**config.mk**
```make
export PLATFORM = sky130hd
export DESIGN_NAME = mem_arbiter
export DESIGN_NICKNAME = d
export VERILOG_FILES = /design/src/rtl/mem_arbiter_pkg.sv /design/src/rtl/mem_arbiter_rr_arbiter2.sv /design/src/rtl/mem_arbiter.sv
export SDC_FILE = /design/constraint.sdc
export NUM_CORES = 1
export LEC_CHECK = 0
export BUFFER_PORTS_ARGS = -buffer_cell sky130_fd_sc_hd__buf_2
export CORE_MARGIN = 5
export CORE_UTILIZATION = 38
export CTS_CLUSTER_DIAMETER = 120
export CTS_CLUSTER_SIZE = 25
export DETAILED_ROUTE_END_ITERATION = 8
export PLACE_DENSITY = 0.77
export RECOVER_POWER = 50
export SYNTH_ARGS = -nofsm -noshare
export SYNTH_HDL_FRONTEND = slang
export SYNTH_SLANG_ARGS = --single-unit
```
**constraint.sdc**
```tcl
create_clock -name clk_i -period 5.4 [get_ports clk_i]
set_input_delay 0.54 -clock clk_i [delete_from_list [all_inputs] [get_ports clk_i]]
set_output_delay 0.54 -clock clk_i [all_outputs]
set_load 0.02 [all_outputs]
```
**src/rtl/mem_arbiter_pkg.sv**
```systemverilog
// Shared types and helpers for the two-port memory arbiter.
package mem_arbiter_pkg;

  localparam int unsigned DATA_W = 32;
  localparam int unsigned ADDR_W = 32;

  typedef enum logic [1:0] {
    ST_IDLE   = 2'd0,
    ST_ACCESS = 2'd1,
    ST_RESP   = 2'd2
  } state_e;

  localparam logic PORT_IF = 1'b0;
  localparam logic PORT_D  = 1'b1;

  // Word-aligned and inside the DEPTH-word window.
  function automatic logic addr_ok(input logic [ADDR_W-1:0] addr, input int unsigned depth);
    return (addr[1:0] == 2'b00) && (addr < ADDR_W'(depth * 4));
  endfunction

endpackage

```
**src/rtl/mem_arbiter_rr_arbiter2.sv**
```systemverilog
// Two-way arbiter: round-robin against the last winner, or fixed port-0 priority.
module rr_arbiter2 (
  input  logic [1:0] req_i,
  input  logic       last_i,
  input  logic       fixed_i,
  output logic [1:0] grant_o
);

  // A lone requester always wins; a tie goes to port 0 unless it won last (round-robin).
  always_comb begin
    grant_o = req_i;
    if (req_i == 2'b11) begin
      grant_o = (fixed_i || last_i) ? 2'b01 : 2'b10;
    end
  end

endmodule

```
**src/rtl/mem_arbiter.sv**
```systemverilog
// Serialises instruction-fetch (port 0) and data (port 1) accesses onto one
// single-port word memory, rejecting misaligned or out-of-range addresses.
module mem_arbiter
  import mem_arbiter_pkg::*;
#(
  parameter int unsigned DEPTH      = 2048,
  parameter bit          FIXED_PRIO = 1'b0
) (
  input  logic              clk_i,
  input  logic              rst_i,
  input  logic              req0_i,
  input  logic [ADDR_W-1:0] addr0_i,
  output logic              gnt0_o,
  output logic              rvalid0_o,
  input  logic              req1_i,
  input  logic              we1_i,
  input  logic [ADDR_W-1:0] addr1_i,
  input  logic [DATA_W-1:0] wd1_i,
  output logic              gnt1_o,
  output logic              rvalid1_o,
  output logic              err_o,
  output logic [DATA_W-1:0] rdata_o,
  output logic [ADDR_W-1:0] mem_a_o,
  output logic              mem_we_o,
  output logic [DATA_W-1:0] mem_wd_o,
  input  logic [DATA_W-1:0] mem_rd_i
);

  state_e            state_q;
  logic              last_q;
  logic              port_q;
  logic              we_q;
  logic [ADDR_W-1:0] addr_q;
  logic [DATA_W-1:0] wd_q;
  logic              err_q;
  logic [DATA_W-1:0] rdata_q;

  logic              accept;
  logic [1:0]        grant;
  logic              access_ok;
  logic              in_access;
  logic              err_d;
  logic [DATA_W-1:0] rdata_d;

  rr_arbiter2 u_arb (
    .req_i   ({req1_i, req0_i}),
    .last_i  (last_q),
    .fixed_i (FIXED_PRIO),
    .grant_o (grant)
  );

  assign accept = !rst_i && (state_q == ST_IDLE || state_q == ST_RESP) && (req0_i || req1_i);
  assign gnt0_o = accept && grant[0];
  assign gnt1_o = accept && grant[1];

  // Rejected accesses keep the memory bus fully idle.
  assign access_ok = addr_ok(addr_q, DEPTH);
  assign in_access = (state_q == ST_ACCESS) && !rst_i && access_ok;
  assign mem_a_o   = in_access ? addr_q : '0;
  assign mem_we_o  = in_access && we_q;
  assign mem_wd_o  = in_access ? wd_q : '0;

  assign err_d   = !access_ok;
  assign rdata_d = (access_ok && !we_q) ? mem_rd_i : '0;

  assign rvalid0_o = (state_q == ST_RESP) && (port_q == PORT_IF);
  assign rvalid1_o = (state_q == ST_RESP) && (port_q == PORT_D);
  assign err_o     = err_q;
  assign rdata_o   = rdata_q;

  always_ff @(posedge clk_i or posedge rst_i) begin
    if (rst_i) begin
      state_q <= ST_IDLE;
      last_q  <= PORT_D;
      port_q  <= PORT_IF;
      we_q    <= 1'b0;
      addr_q  <= '0;
      wd_q    <= '0;
      err_q   <= 1'b0;
      rdata_q <= '0;
    end else begin
      unique case (state_q)
        ST_IDLE, ST_RESP: begin
          if (accept) begin
            port_q  <= grant[1];
            last_q  <= grant[1];
            we_q    <= grant[1] && we1_i;
            addr_q  <= grant[1] ? addr1_i : addr0_i;
            wd_q    <= grant[1] ? wd1_i : '0;
            state_q <= ST_ACCESS;
          end else begin
            state_q <= ST_IDLE;
          end
        end
        ST_ACCESS: begin
          err_q   <= err_d;
          rdata_q <= rdata_d;
          state_q <= ST_RESP;
        end
        default: state_q <= ST_IDLE;
      endcase
    end
  end

endmodule

```
# After elaboration in Yosys (flattened, before gate mapping)
# Index checks and enable logic that the tools add are counted.
[word_totals]
ramBits = 0
latch_bits = 0
in_bits = 133
mem_bits_ro = 0
memories = 0
regBits = 102
wordCells = 43
[classes]
n_reduce_logical = 21
shifts = 0
n_eq_ne = 3
bitwise_logic = 1
div = 0
magnitude_cmp = 1
n_addsub = 0
muxes = 9
multipliers = 0
[op_table]
columns = ["op", "n"]
rows = [
  ["$mux 32", 5],
  ["$lt 32x14->1 const B", 1],
  ["$logic_and 1x1->1", 12],
  ["$eq 2x2->1 const B", 2],
  ["$logic_not 2->1", 2],
  ["$mux 2", 2],
  ["$pmux 2 s2", 1],
  ["$logic_not 1->1", 3],
  ["$eq 2x1->1 const B", 1],
  ["$logic_or 1x1->1", 2],
  ["$reduce_and 2->1", 1],
  ["$reduce_or 2->1", 1],
  ["$mux 1", 1],
  ["$not 1->1", 1],
]

# Logic depth before layout (Yosys ltp)
[logic_depth]
ltp_word = 6
depth_mapped = 8
mapped_depth_nobuf = 4

# By module
# Synthesis repeated with hierarchy kept, for this count alone.
[hier_totals]
hier_cells = 507
hier_area_um2 = 5447.7
[by_module_without_submodules]
columns = ["mod", "area_per_inst_um2", "instances", "cells_per_inst", "seq_area_each_um2"]
rows = [
  ["mem_arbiter", 5425.2, 1, 503, 2553.7],
  ["rr_arbiter2", 22.5, 1, 4, 0.0],
]

# Least setup slack after synthesis
# OpenSTA, ideal clock, no wires.
[synth_path]
kind = "flip-flop to output port"
startpoint = "reg addr_q[0]"
endpoint = "out mem_wd_o[10]"
stages_incl_launch_ff = 6
path_slack_ps = 2842
t_arrival_ps = 2018
path_cell_list = "dfrtp_1 > nor4_1 > nand4_1 > clkbuf_1 > clkbuf_1 > nor4b_1"
[synth_between]
elab_chain_cells = 4
[synth_rtl]
columns = ["item", "line", "source"]
rows = [
  ["start: declaration", "mem_arbiter.sv:33", "logic [ADDR_W-1:0] addr_q;"],
  ["start signal: assignment", "mem_arbiter.sv:88", "addr_q <= grant[1] ? addr1_i : addr0_i;"],
  ["$lt 32x14->1 or $logic_not 2->1 (tied branches)", "mem_arbiter_pkg.sv:18", "return (addr[1:0] == 2'b00) && (addr < ADDR_W'(depth * 4));"],
  ["$logic_and 1x1->1 *", "mem_arbiter_pkg.sv:18", ""],
  ["$logic_and 1x1->1 *", "mem_arbiter.sv:58", "assign in_access = (state_q == ST_ACCESS) && !rst_i && access_ok;"],
  ["$mux 32 *", "mem_arbiter.sv:61", "assign mem_wd_o = in_access ? wd_q : '0;"],
  ["end: declaration", "mem_arbiter.sv:25", "output logic [DATA_W-1:0] mem_wd_o,"],
]
# Mark *: on every way between the ends. The rest lies on a longest branch, timed or not.

# Final worst setup path
[layout_path]
startpoint = "in rst_i"
endpoint = "reg addr_q[29]"
[layout_between]
elab_chain_cells = 4
[layout_rtl]
columns = ["item", "line", "source"]
rows = [
  ["start: declaration", "mem_arbiter.sv:10", "input logic rst_i,"],
  ["$logic_not 1->1 (no source line)", "-", ""],
  ["$logic_and 1x1->1 (2 in a row)", "mem_arbiter.sv:52", "assign accept = !rst_i && (state_q == ST_IDLE || state_q == ST_RESP) && (req0_i || req1_i);"],
  ["$reduce_and 2->1 (no source line)", "-", ""],
]
# Every way passes these cells.
# A chain may end at the register's enable or synchronous reset.

==> impl_metrics.py <==
metrics = {
    "setup_path": {
        "path_max_fanout": 46,
        "required_ps": 5600,
        "max_stage_delay_ps": 1450,
        "worstSetupPathType": "in -> reg",
        "cp_slowest_cell": "clkbuf_1",
        "end_kind": "flop",
        "cp.arrival_ps": 3710,
        "worstPathCellList": "clkbuf_1, or2_1, buf_4, or2_2, buf_4, o21ai_0",
        "cp-start-kind": "input pin",
        "critPathTopFamily": "buffers and inverters",
        "path_buf_inv": 3,
        "crit_top_cell": "buf_4",
    },
    "synth": {
        "synth.area.mux_share": 0.0645,
        "ys.warnings.count": 0,
        "ys_ff_latch": 102,
        "ys_seq_area_frac": 0.514,
        "syn_area_um2": 4970,
        "synthCells": 489,
        "avgSynthCellArea_um2": 10.2,
        "yosys.area_share.adder": 0,
        "ys_types": 28,
        "synth_compound_area_frac": 0.185,
        "synth_top_family_by_area": "compound AO/OA/AOI/OAI gates",
        "synth_xor_area_frac": 0,
        "synth-simple-area-share": 0.113,
    },
    "routing": {
        "wl_per_cell_um": 16.0,
        "first_pass_iters": 4,
        "drtAntennaViolNets": 0,
        "vias_per_cell": 5.11,
        "finalWirelength_mm": 13.6,
        "post-route-drc-count": 0,
        "routed-via-count": 4331,
        "drtIter0Drc": 210,
    },
    "die": {
        "die_h_um": 124,
        "fp.dieW_um": 124,
        "coreArea_um2": 12700,
        "rows": 41,
        "die-area_um2": 15500,
        "boundaryPins": 235,
        "initial_core_util": 0.391,
    },
    "timing": {
        "worst_pin_slew_ps": 2110,
        "rsz0062_at_grt": "no",
        "period_share": 0.649,
        "setup_viol": 0,
        "drv_slew": 176,
        "hold_viol": 0,
        "slew_headroom": -0.416,
        "skew_ps": 10.6,
        "max_freq_ghz": 0.285,
        "period_needed_ps": 3500,
        "finalSetupTns_ps": 0,
    },
    "cells_and_area": {
        "nFillCells": 1258,
        "fin_util": 0.492,
        "antenna_cells": 0,
        "layout.nets": 804,
        "drive_above_1_share": 0.305,
        "syn2layout_area_growth_pct": 26.1,
    },
    "global_route": {
        "grt-ovfl-total": 0,
        "grt_pass1_vias": 4379,
        "grt_use_total": 0.171,
        "grt_max_degree": 57,
        "grt_pass1_wl_mm": 22.1,
        "antenna_found_initial": 0,
    },
    "run_status": {
        "violations": "max-capacitance violations, max-slew violations",
        "status": "finished with violations",
    },
    "clock_tree": {
        "insertion_delay_ps": 340,
        "post_cts_buffers": 0,
        "cts_buffers": 9,
        "ctsRootBufferMaster": "clkbuf_16",
        "cts.sinks": 102,
        "ctsResizeCount": 0,
        "clk_path_buf_depth": 2,
        "postCtsHoldBufs": 0,
        "h-tree-depth": 3,
        "path_clk_slew_ps": 70,
        "cts_tree": "built",
    },
    "min_path": {
        "min_path_type": "in -> reg",
    },
    "place": {
        "hpwl_mm": 9.66,
        "routabilityCongestion": 0.779,
        "io_buffers": 213,
    },
    "run": {
        "drv_cap": 4,
    },
    "power_and_ir_drop": {
        "powerDensity_nw_per_um2": 287,
        "ir_worst_vdd_mv": 0.138,
        "p_leak_nw": 3.16,
    },
}
synth_stat cells (all sizes together):
cell type	number	area, um2
conb	1	3.75
nor3b	3	33.8
nor4b	22	193
a21o	2	15.0
dfstp	1	26.3
nor3	1	5.00
nand2	32	120
mux2i	32	320
dfrtp	101	2530
buf	38	269
and3b	1	8.76
o41ai	32	280
nand3	1	5.00
nand4	1	6.26
inv	57	214
nor2	2	7.51
nor4	26	163
a21boi	1	7.51
or2	2	12.5
a22o	33	289
o22a	1	8.76
clkbuf	34	128
o21ai	64	320
nand2b	1	6.26
placed cells by master (no fill, tap or decap), types with 2 or more instances in the layout:
cell type / n
a21o_1: 2
a22o_1: 33
buf_2: 177
buf_4: 8
clkbuf_1: 40
clkbuf_16: 9
clkinv_4: 2
conb_1: 21
dfrtp_1: 101
inv_1: 56
mux2i_1: 32
nand2_1: 32
nor3b_1: 2
nor4_1: 26
nor4b_1: 22
o21ai_0: 64
o41ai_1: 32
power breakdown:
group          switching, W  internal, W
Combinational      0.000146     0.000115
Clock              0.000279     0.000361
Sequential        0.0000504     0.000844
per-stage QoR:
stage	hold slack, ps	instance area (um2)	total power (W)	setup slack [ps]	std cells
final	412	6260	0.00180	1900	848
after global routing	402	6260	0.00189	1300	848
after CTS	400	6320	0.00182	2210	848
after detailed placement	455	6030	0.00117	2330	832
after global placement	452	6030	0.00117	2410	832
after floorplan	465	5040	0.00109	1860	509
metal layers:
| metal | vias up | track usage | wire, um |
|---|---|---|---|
| li1 | 2071 | - | - |
| met1 | 2051 | 0.225 | 5840 |
| met2 | 187 | 0.276 | 6480 |
| met3 | 22 | 0.0437 | 980 |
| met4 | 0 | 0.0535 | 292 |
| met5 | - | 0 | 0 |
worst register-to-register path, delay by kind of cell (launching register included):
| kind | cells | cell delay [ps] |
|---|---|---|
| AND/OR/NAND/NOR | 2 | 530 |
| buffers and inverters | 1 | 710 |
| AO/OA/AOI/OAI | 1 | 640 |
| flip-flops | 1 | 380 |
logic make-up after synthesis:
family / after synthesis
other cells: 1
flops: 102
simple gates: 92
compound gates: 133
buf+inv: 129
mux: 32
sequential cells by signal, indices dropped and copies added, names as in the netlist:
signal	cells
addr_q	32
err_o	1
last_q	1
port_q	1
rdata_o	32
state_q	2
wd_q	32
we_q	1
layout make-up:
cell class / instances / area (um2) / share of cell area
clock inverters: 5 / 60.1 / 0.00959
clock buffers: 11 / 233 / 0.0371
well taps: 172 / 215 / 0.0344
multi-input cells: 278 / 1900 / 0.303
inverters: 57 / 215 / 0.0344
repair buffers: 223 / 1090 / 0.174
flip-flops and latches: 102 / 2550 / 0.408
worst paths after layout:
check	to	start	depth (start not counted)	slack [ps]
max	addr_q[29]$_DFFE_PP0P_	rst_i	6	1900
min	we_q$_DFFE_PP0P_	we1_i	2	410
max in group asynchronous	rdata_o[7]$_DFFE_PP0P_	rst_i	3	1950
max reg2reg	rdata_o[27]$_DFFE_PP0P_	addr_q[27]$_DFFE_PP0P_	4	3000
min in group asynchronous	rdata_o[17]$_DFFE_PP0P_	rst_i	2	1960
min reg2reg	rdata_o[20]$_DFFE_PP0P_	rdata_o[20]$_DFFE_PP0P_	2	470
(Power assumes the default switching activity.)
